`config.mk`:
```
export PLATFORM = sky130hd
export DESIGN_NAME = mem_stage_dcache_flat
export DESIGN_NICKNAME = d
export VERILOG_FILES = /design/src/rtl/mem_stage_dcache_pkg.sv /design/src/rtl/mem_stage_dcache_if.sv /design/src/rtl/mem_stage_dcache_array.sv /design/src/rtl/mem_stage_dcache.sv /design/src/flat_wrapper.sv
export SDC_FILE = /design/constraint.sdc
export NUM_CORES = 2
export LEC_CHECK = 0
export ABC_AREA = 1
export BUFFER_PORTS_ARGS = -buffer_cell sky130_fd_sc_hd__buf_4
export CAP_MARGIN = 40
export CORE_MARGIN = 5
export CORE_UTILIZATION = 42
export DETAILED_ROUTE_END_ITERATION = 12
export SLEW_MARGIN = 30
export SYNTH_ARGS = -nofsm -noshare
export SYNTH_HDL_FRONTEND = slang
export SYNTH_HIERARCHICAL = 1
export SYNTH_SLANG_ARGS = --single-unit
```
`constraint.sdc`:
```
create_clock -name clock -period 6.2 [get_ports clock]
set_clock_uncertainty 0.05 [all_clocks]
set_input_delay 0 -clock clock [delete_from_list [all_inputs] [get_ports clock]]
set_output_delay 0 -clock clock [all_outputs]
set_load 0.1 [all_outputs]
```
`src/rtl/mem_stage_dcache_pkg.sv`:
```
// ---------------------------------------------------------------------------
// mem_stage_dcache_pkg
// Shared definitions for the MEM-stage data cache: FSM state encoding and the
// address-split constants the cache geometry is derived from.
// ---------------------------------------------------------------------------
package mem_stage_dcache_pkg;

   // Byte-offset bits dropped from every address (one 32-bit word per line)
   localparam int OFFSET_BITS    = 2;
   // Word-address width left after dropping the byte offset
   localparam int WORD_ADDR_BITS = 32 - OFFSET_BITS;
   // Default geometry: 32 lines, remaining word-address bits form the tag
   localparam int DEF_INDEX_BITS = 5;

   typedef enum logic [1:0] {
      ST_IDLE       = 2'd0,
      ST_READ_MISS  = 2'd1,
      ST_WRITE_THRU = 2'd2,
      ST_WRITE_DONE = 2'd3
   } state_t;

endpackage

```
`src/rtl/mem_stage_dcache_if.sv`:
```
// ---------------------------------------------------------------------------
// mem_stage_dcache_if
// Main-memory request bus between the data cache (master) and memory (slave).
//   mem_req   : request, held until mem_ack
//   mem_we    : 1 = write, 0 = read
//   mem_addr  : word-aligned address
//   mem_wdata : write data
//   mem_rdata : read data, valid with mem_ack
//   mem_ack   : one-cycle completion pulse
// ---------------------------------------------------------------------------
interface mem_stage_dcache_if;
   import mem_stage_dcache_pkg::*;

   logic        mem_req;
   logic        mem_we;
   logic [31:0] mem_addr;
   logic [31:0] mem_wdata;
   logic [31:0] mem_rdata;
   logic        mem_ack;

   modport master (
      output mem_req, mem_we, mem_addr, mem_wdata,
      input  mem_rdata, mem_ack
   );

   modport slave (
      input  mem_req, mem_we, mem_addr, mem_wdata,
      output mem_rdata, mem_ack
   );

endinterface

```
`src/rtl/mem_stage_dcache_array.sv`:
```
// ---------------------------------------------------------------------------
// dcache_array
// Valid/tag/data storage for a direct-mapped cache, one word per line.
//   clock, reset : clock and synchronous active-high reset (clears valid only)
//   rd_idx       : combinational read index -> rd_valid, rd_tag, rd_data
//   wr_en        : synchronous write of wr_tag/wr_data into wr_idx, sets valid
// ---------------------------------------------------------------------------
module dcache_array
   import mem_stage_dcache_pkg::*;
#(
   parameter int INDEX_BITS = DEF_INDEX_BITS,
   parameter int TAG_BITS   = WORD_ADDR_BITS - INDEX_BITS
) (
   input  logic                  clock,
   input  logic                  reset,
   input  logic [INDEX_BITS-1:0] rd_idx,
   output logic                  rd_valid,
   output logic [TAG_BITS-1:0]   rd_tag,
   output logic [31:0]           rd_data,
   input  logic                  wr_en,
   input  logic [INDEX_BITS-1:0] wr_idx,
   input  logic [TAG_BITS-1:0]   wr_tag,
   input  logic [31:0]           wr_data
);

   localparam int LINES = 1 << INDEX_BITS;

   logic [LINES-1:0]    valid_q;
   logic [LINES-1:0]    valid_d;
   logic [TAG_BITS-1:0] tag_mem [LINES];
   logic [31:0]         data_mem [LINES];

   // Next valid vector: a write always leaves its line valid
   always_comb begin
      valid_d = valid_q;
      if (wr_en) begin
         valid_d[wr_idx] = 1'b1;
      end else begin
         valid_d = valid_q;
      end
   end

   // Valid bits are the only storage that is cleared by reset
   always_ff @(posedge clock) begin
      if (reset) begin
         valid_q <= '0;
      end else begin
         valid_q <= valid_d;
      end
   end

   // Tag and data storage, written without reset
   always_ff @(posedge clock) begin
      if (wr_en) begin
         tag_mem[wr_idx]  <= wr_tag;
         data_mem[wr_idx] <= wr_data;
      end
   end

   assign rd_valid = valid_q[rd_idx];
   assign rd_tag   = tag_mem[rd_idx];
   assign rd_data  = data_mem[rd_idx];

endmodule

```
`src/rtl/mem_stage_dcache.sv`:
```
// ---------------------------------------------------------------------------
// mem_stage_dcache
// MEM pipeline stage with a direct-mapped, write-through, no-write-allocate
// data cache. Load hits complete in the same cycle; misses and all stores go
// to main memory over the mem bus while hit=0 stalls the pipeline.
//   clock, reset          : clock, synchronous active-high reset
//   MemRead, MemWrite     : load / store request (stores take precedence)
//   Branch, Zero          : branch resolution inputs -> PCSrc
//   ALU_result            : byte address (bits [1:0] ignored)
//   read_data_2           : store data
//   read_data, hit        : load data and "access complete" (stall when 0)
//   PCSrc                 : branch-taken select
//   mem                   : main-memory bus (master side)
// ---------------------------------------------------------------------------
module mem_stage_dcache
   import mem_stage_dcache_pkg::*;
#(
   parameter int INDEX_BITS = DEF_INDEX_BITS,
   parameter int TAG_BITS   = WORD_ADDR_BITS - INDEX_BITS
) (
   input  logic                      clock,
   input  logic                      reset,
   input  logic                      MemRead,
   input  logic                      MemWrite,
   input  logic                      Branch,
   input  logic                      Zero,
   input  logic [31:0]               ALU_result,
   input  logic [31:0]               read_data_2,
   output logic [31:0]               read_data,
   output logic                      hit,
   output logic                      PCSrc,
   mem_stage_dcache_if.master        mem
);

   state_t      state_q, state_d;
   logic        mem_req_q, mem_req_d;
   logic        mem_we_q, mem_we_d;
   logic [31:0] mem_addr_q, mem_addr_d;
   logic [31:0] mem_wdata_q, mem_wdata_d;

   logic [WORD_ADDR_BITS-1:0] look_word_s;
   logic [INDEX_BITS-1:0]     look_idx_s;
   logic [TAG_BITS-1:0]       look_tag_s;
   logic                      line_valid_s;
   logic [TAG_BITS-1:0]       line_tag_s;
   logic [31:0]               line_data_s;
   logic                      line_hit_s;
   logic                      wr_en_s;
   logic [31:0]               wr_data_s;
   logic                      unused_s;

   // Byte-offset bits carry no meaning for word accesses
   assign unused_s = ^ALU_result[OFFSET_BITS-1:0];

   // While a memory transaction is open the pipeline is stalled, so the
   // registered request address is the authoritative line for refill/update.
   assign look_word_s = (state_q == ST_IDLE) ? ALU_result[31:OFFSET_BITS]
                                             : mem_addr_q[31:OFFSET_BITS];
   assign look_idx_s  = look_word_s[INDEX_BITS-1:0];
   assign look_tag_s  = look_word_s[INDEX_BITS +: TAG_BITS];
   assign line_hit_s  = line_valid_s && (line_tag_s == look_tag_s);

   assign PCSrc = Branch & Zero;

   dcache_array #(
      .INDEX_BITS (INDEX_BITS),
      .TAG_BITS   (TAG_BITS)
   ) u_array (
      .clock    (clock),
      .reset    (reset),
      .rd_idx   (look_idx_s),
      .rd_valid (line_valid_s),
      .rd_tag   (line_tag_s),
      .rd_data  (line_data_s),
      .wr_en    (wr_en_s & ~reset),   // a reset edge abandons any refill/update
      .wr_idx   (look_idx_s),
      .wr_tag   (look_tag_s),
      .wr_data  (wr_data_s)
   );

   // Next-state, memory-request capture, array write and pipeline outputs
   always_comb begin
      state_d     = state_q;
      mem_req_d   = mem_req_q;
      mem_we_d    = mem_we_q;
      mem_addr_d  = mem_addr_q;
      mem_wdata_d = mem_wdata_q;
      hit         = 1'b0;
      read_data   = 32'd0;
      wr_en_s     = 1'b0;
      wr_data_s   = mem.mem_rdata;
      case (state_q)
         ST_IDLE: begin
            if (MemWrite) begin
               state_d     = ST_WRITE_THRU;
               mem_req_d   = 1'b1;
               mem_we_d    = 1'b1;
               mem_addr_d  = {ALU_result[31:OFFSET_BITS], 2'b00};
               mem_wdata_d = read_data_2;
            end else if (MemRead) begin
               if (line_hit_s) begin
                  hit       = 1'b1;
                  read_data = line_data_s;
               end else begin
                  state_d    = ST_READ_MISS;
                  mem_req_d  = 1'b1;
                  mem_we_d   = 1'b0;
                  mem_addr_d = {ALU_result[31:OFFSET_BITS], 2'b00};
               end
            end else begin
               hit = 1'b1;
            end
         end
         ST_READ_MISS: begin
            if (mem.mem_ack) begin
               wr_en_s   = 1'b1;
               wr_data_s = mem.mem_rdata;
               mem_req_d = 1'b0;
               state_d   = ST_IDLE;
            end else begin
               state_d = ST_READ_MISS;
            end
         end
         ST_WRITE_THRU: begin
            if (mem.mem_ack) begin
               // No allocate: only a line already holding this address is updated
               wr_en_s   = line_hit_s;
               wr_data_s = mem_wdata_q;
               mem_req_d = 1'b0;
               state_d   = ST_WRITE_DONE;
            end else begin
               state_d = ST_WRITE_THRU;
            end
         end
         ST_WRITE_DONE: begin
            // One release cycle; leaving unconditionally avoids re-issuing the held store
            hit     = 1'b1;
            state_d = ST_IDLE;
         end
         default: begin
            state_d   = ST_IDLE;
            mem_req_d = 1'b0;
         end
      endcase
   end

   // State and memory-bus registers
   always_ff @(posedge clock) begin
      if (reset) begin
         state_q     <= ST_IDLE;
         mem_req_q   <= 1'b0;
         mem_we_q    <= 1'b0;
         mem_addr_q  <= 32'd0;
         mem_wdata_q <= 32'd0;
      end else begin
         state_q     <= state_d;
         mem_req_q   <= mem_req_d;
         mem_we_q    <= mem_we_d;
         mem_addr_q  <= mem_addr_d;
         mem_wdata_q <= mem_wdata_d;
      end
   end

   assign mem.mem_req   = mem_req_q;
   assign mem.mem_we    = mem_we_q;
   assign mem.mem_addr  = mem_addr_q;
   assign mem.mem_wdata = mem_wdata_q;

endmodule

```
`src/flat_wrapper.sv`:
```
// flat-port wrapper written by rule: the top's interface ports become plain ports
module mem_stage_dcache_flat import mem_stage_dcache_pkg::*;
#(
   parameter int INDEX_BITS = DEF_INDEX_BITS,
   parameter int TAG_BITS   = WORD_ADDR_BITS - INDEX_BITS
)
  (clock, reset, MemRead, MemWrite, Branch, Zero, ALU_result, read_data_2, read_data, hit, PCSrc, mem_mem_req, mem_mem_we, mem_mem_addr, mem_mem_wdata, mem_mem_rdata, mem_mem_ack);
  mem_stage_dcache_if mem_i ();
  input  logic clock;
  input  logic reset;
  input  logic MemRead;
  input  logic MemWrite;
  input  logic Branch;
  input  logic Zero;
  input  logic [31:0] ALU_result;
  input  logic [31:0] read_data_2;
  output logic [31:0] read_data;
  output logic hit;
  output logic PCSrc;
  output wire logic [$bits(mem_i.mem_req)-1:0] mem_mem_req;
  output wire logic [$bits(mem_i.mem_we)-1:0] mem_mem_we;
  output wire logic [$bits(mem_i.mem_addr)-1:0] mem_mem_addr;
  output wire logic [$bits(mem_i.mem_wdata)-1:0] mem_mem_wdata;
  input wire logic [$bits(mem_i.mem_rdata)-1:0] mem_mem_rdata;
  input wire logic [$bits(mem_i.mem_ack)-1:0] mem_mem_ack;
  assign mem_mem_req = mem_i.mem_req;
  assign mem_mem_we = mem_i.mem_we;
  assign mem_mem_addr = mem_i.mem_addr;
  assign mem_mem_wdata = mem_i.mem_wdata;
  assign mem_i.mem_rdata = mem_mem_rdata;
  assign mem_i.mem_ack = mem_mem_ack;
  mem_stage_dcache #(.INDEX_BITS(INDEX_BITS), .TAG_BITS(TAG_BITS)) u_core (.clock(clock), .reset(reset), .MemRead(MemRead), .MemWrite(MemWrite), .Branch(Branch), .Zero(Zero), .ALU_result(ALU_result), .read_data_2(read_data_2), .read_data(read_data), .hit(hit), .PCSrc(PCSrc), .mem(mem_i));
endmodule
```
==> results by group <==
Logic synthesis
  • Area share of the largest cell type after synthesis: 0.6918
  • Top post-synthesis cells by count: nand2_1, edfxtp_1, nand3_1
  • Mapped Area: around 79000 sq um
  • Avg Cell Area, Syn: roughly 11 sq um
  • Top cell type by total area after synthesis: edfxtp_1
  • Number of synthesized flops with an enable pin: 1824
  • Post-synthesis register bit count: 1922
  • Ys Warns: 6
  • Most frequent cell after synthesis: nand2_1
  • Post-synth cell types: 26
  • Register area share after synthesis: 0.7166
  • Synth Flop Type: edfxtp_1
  • Mapped Cells: around 7100
  • Main area contributors after synthesis: edfxtp_1, nand2_1, nand3_1, dfxtp_1, buf_2
  • Post-synth ARST share: 0

Power and ir drop
  • Sw frac: 0.2894
  • Reg power frac: 0.466
  • Clock Power Share: 0.357
  • Sw Pwr: approximately 9 mW
  • Power Internal: about 22 mW
  • Max rail drop VDD: roughly 300 uV
  • Leakage power of the design: about 35 nW
  • P per Cell Area: 336.7 nW/um^2
  • Combinational share of power: 0.177

Routing
  • Detailed Route Iter0 Violations: between 5000 and 6000
  • TritonRoute pass-1 iters: 6
  • DRC Markers: 0
  • Vias per std cell: about 5.4
  • Routed len/inst: between 20 and 25 um
  • Final wirelength: approximately 230 mm
  • ANT nets after route: 0
  • Via count: roughly 54000

Global routing
  • Total gr overflow: 0
  • First-pass GRT wire length: about 340 mm
  • Gr usage total: 0.2247
  • Pin count of the biggest net entering global routing: between 100 and 150
  • Vias in the first global route: around 52000
  • Initial antenna violation count: 3

Floorplan
  • Die height: ~440 um
  • Row cnt: around 160
  • IO Pins: around 200
  • Die ar.: 197300 sq um
  • Initial Utilization: 0.4220
  • DIE WIDTH: about 440 um
  • Core footprint: 187600 sq um

Clock network
  • CTS tree: done
  • Clock Pin Slew Worst Setup and Hold Paths: approximately 0.060 ns
  • Clock sink count: about 1900
  • Worst skew pair latency: ~0.86 ns
  • Root Driver: clkbuf_16
  • CTS max path bufs: 3
  • H-Tree Depth: 4
  • Total CTS buffers: between 150 and 200

STA
  • Final min period: around 6.0 ns
  • Fin. Hold Viols: 0
  • Peak Freq: between 150 and 200 MHz
  • Fin. max-slew vios: 0
  • Final setup margin: approximately 0.24 ns
  • Worst Tran Pin Value: between 0.8 and 0.9 ns
  • Final setup fails: 0
  • Slew HR: 0.4186
  • Final period util: 0.9614

Worst setup path
  • Reg2Reg Depth: 29
  • Startpoint types: flip-flop
  • Delay-heaviest family, CP: simple AND/OR/NAND/NOR gates
  • Worst EP required: about 6 ns
  • Kind of critical path: flip-flop to output pin
  • Worst Setup End Kind: output pin
  • Flop2flop setup slack: about 0.24 ns
  • CP Buf/Inv Count: 6
  • R2r startpoint: u_core/state_q[1]$_SDFFE_PP0P_
  • Critical Path Slowest Stage Cell: buf_12
  • RR Endpoint: u_core/u_array/tag_mem[3][14]$_DFFE_PP_
  • Crit-path cells: inv_1, ha_2, inv_4, buf_4, nand2_1, o21ai_4, buf_12, nand3_1, nand2_1, nand2_1, nand2_1, nand2_1, nand2_1, nand3b_1, nand2_1, nor2_1, nand2_1, nor2_1, nand2_1, nor2_1, nand3_4, buf_4, nor2_1, buf_4
  • Worst-path fanout max: between 100 and 150
  • CP peak stage delay: between 0.5 and 0.6 ns
  • WP data arrival: between 5 and 6 ns
  • Most used cell, CP: nand2_1

Placement
  • HPWL Detailed: 117.4 mm
  • IO buf count: around 200
  • Final Wtd Congestion: just under 0.8
  • Dpl ws: about 0.46 ns
  • Placed cells: 9527

Cells and area
  • Finished Layout Cells: 10140
  • Share of layout cells above drive strength 1: 0.09894
  • Layout Nets: between 7000 and 8000
  • Layout area overhead: 17.43%

Flow run
  • Max Cap Viol: 0

Worst hold path
  • Hold Startpoint: mem_mem_rdata[17]
  • Worst hold stages: 2
  • HP Class: input port to flip-flop
  • Worst hold endpoint: u_core/u_array/data_mem[26][17]$_DFFE_PP_

Status
  • Status: completed
metal layers:
metal / up-vias / track usage / share of wire
li1: 25160 / - / -
met4: 0 / 0.08718 / 0.039
met3: 431 / 0.03079 / 0.063
met1: 26840 / 0.2996 / 0.41
met5: - / 0 / 0
met2: 1921 / 0.3748 / 0.49
per-stage QoR:
| step | utilization | hold slack (ns) | setup TNS (ns) | area [sq um] | power [mW] |
|---|---|---|---|---|---|
| finish | 0.4956 | 0.09929 | 0 | 92970 | 31.30 |
| global route | 0.4956 | 0.07281 | -0.1800 | 92970 | 32.57 |
| detailed placement | 0.4498 | 0.2071 | 0 | 84380 | 20.17 |
| CTS | 0.4944 | 0.02843 | 0 | 92760 | 31.44 |
| floorplan | - | 0.01907 | -160.67 | 79230 | 18.54 |
| global placement | 0.4491 | 0.2000 | 0 | 84250 | 20.11 |
power by group through the flow:
stage | registers [mW] | logic [mW] | clock network [mW]
3_3_place_gp | 14.9 | 5.25 | 0
2_1_floorplan | 15.2 | 3.33 | 0
5_1_grt | 14.6 | 6.07 | 11.9
4_1_cts | 14.6 | 5.49 | 11.4
6_report | 14.6 | 5.53 | 11.2
3_5_place_dp | 14.9 | 5.32 | 0
repair_timing:
| action | 4_1_cts | 5_1_grt |
|---|---|---|
| hold buffers | 232 | 0 |
| resized for setup | 0 | 4 |
| endpoints found under the hold margin | 1767 | 0 |
| buffers inserted | 0 | 3 |
| endpoints found under the setup margin | 0 | 27 |
cell usage in the layout (no fill, tap or decap), types with 4 or more instances in the layout:
cell type / n
o21ai_4: 5
nand3_1: 1414
clkbuf_16: 195
nor2_1: 231
dfxtp_1: 98
nand2_2: 6
clkbuf_8: 8
a21oi_1: 9
edfxtp_1: 1824
diode_2: 15
bufinv_16: 7
clkinv_16: 6
inv_4: 9
nor3_1: 13
clkinv_1: 45
inv_8: 4
dlygate4sd3_1: 232
buf_4: 297
clkinv_8: 4
o21ai_0: 35
nand2_1: 2792
clkinv_2: 29
nand3b_1: 32
clkbuf_1: 57
buf_12: 93
inv_1: 89
mux2_2: 31
buf_16: 6
nor2_4: 25
nand3_2: 9
worst register-to-register path, delay by kind of cell (launching register included):
family,cells,cell delay [ns]
compound gates,2,0.31
fa+ha+maj,1,0.20
buf+inv,9,1.92
flops,1,0.41
simple gates,17,2.69
sequential cells by signal (all words and copies together) (netlist names):
name                     count
u_core/mem.mem_addr         30
u_core/mem.mem_we            1
u_core/u_array/tag_mem     800
u_core/mem.mem_wdata        32
u_core/u_array/valid_q      32
u_core/mem.mem_req           1
u_core/state_q               2
u_core/u_array/data_mem   1024
worst max-delay path by stage:
stage	end	cells after the start	startpoint	slack, ns
floorplan	u_core/u_array/data_mem[15][0]$_DFFE_PP_	31	u_core/state_q[0]$_SDFFE_PP0P_	-0.70
global placement	u_core/u_array/data_mem[12][29]$_DFFE_PP_	30	u_core/state_q[0]$_SDFFE_PP0P_	0.52
detailed placement	u_core/u_array/tag_mem[3][14]$_DFFE_PP_	30	u_core/state_q[0]$_SDFFE_PP0P_	0.46
CTS	read_data[22]	25	u_core/state_q[0]$_SDFFE_PP0P_	0.03
global route	u_core/u_array/tag_mem[3][15]$_DFFE_PP_	31	u_core/state_q[0]$_SDFFE_PP0P_	-0.03
finish	read_data[22]	24	u_core/state_q[1]$_SDFFE_PP0P_	0.24
area by class of cell:
cell class	instances	area, sq um
fill	16270	94630
sequential	1922	56730
multi-input combinational	4613	19910
timing repair buffer	634	6668
clock buffer	259	5179
tap	2495	3122
clock inverter	99	875.8
inverter	104	441.7
antenna	15	37.54
cell families (layout without fill, tap and decap cells):
group                    count (synthesis)  after routing  synth area share
AND/OR/NAND/NOR                       4524           4524            0.2394
flip-flops                            1922           1922            0.7166
buffers and inverters                  541           1096           0.03540
AO/OA/AOI/OAI                           52             52          0.003461
multiplexers                            31             31          0.004409
adder cells (fa/ha/maj)                  4              4         0.0006322
other                                    1             17        0.00004737
(Power assumes the default switching activity.)
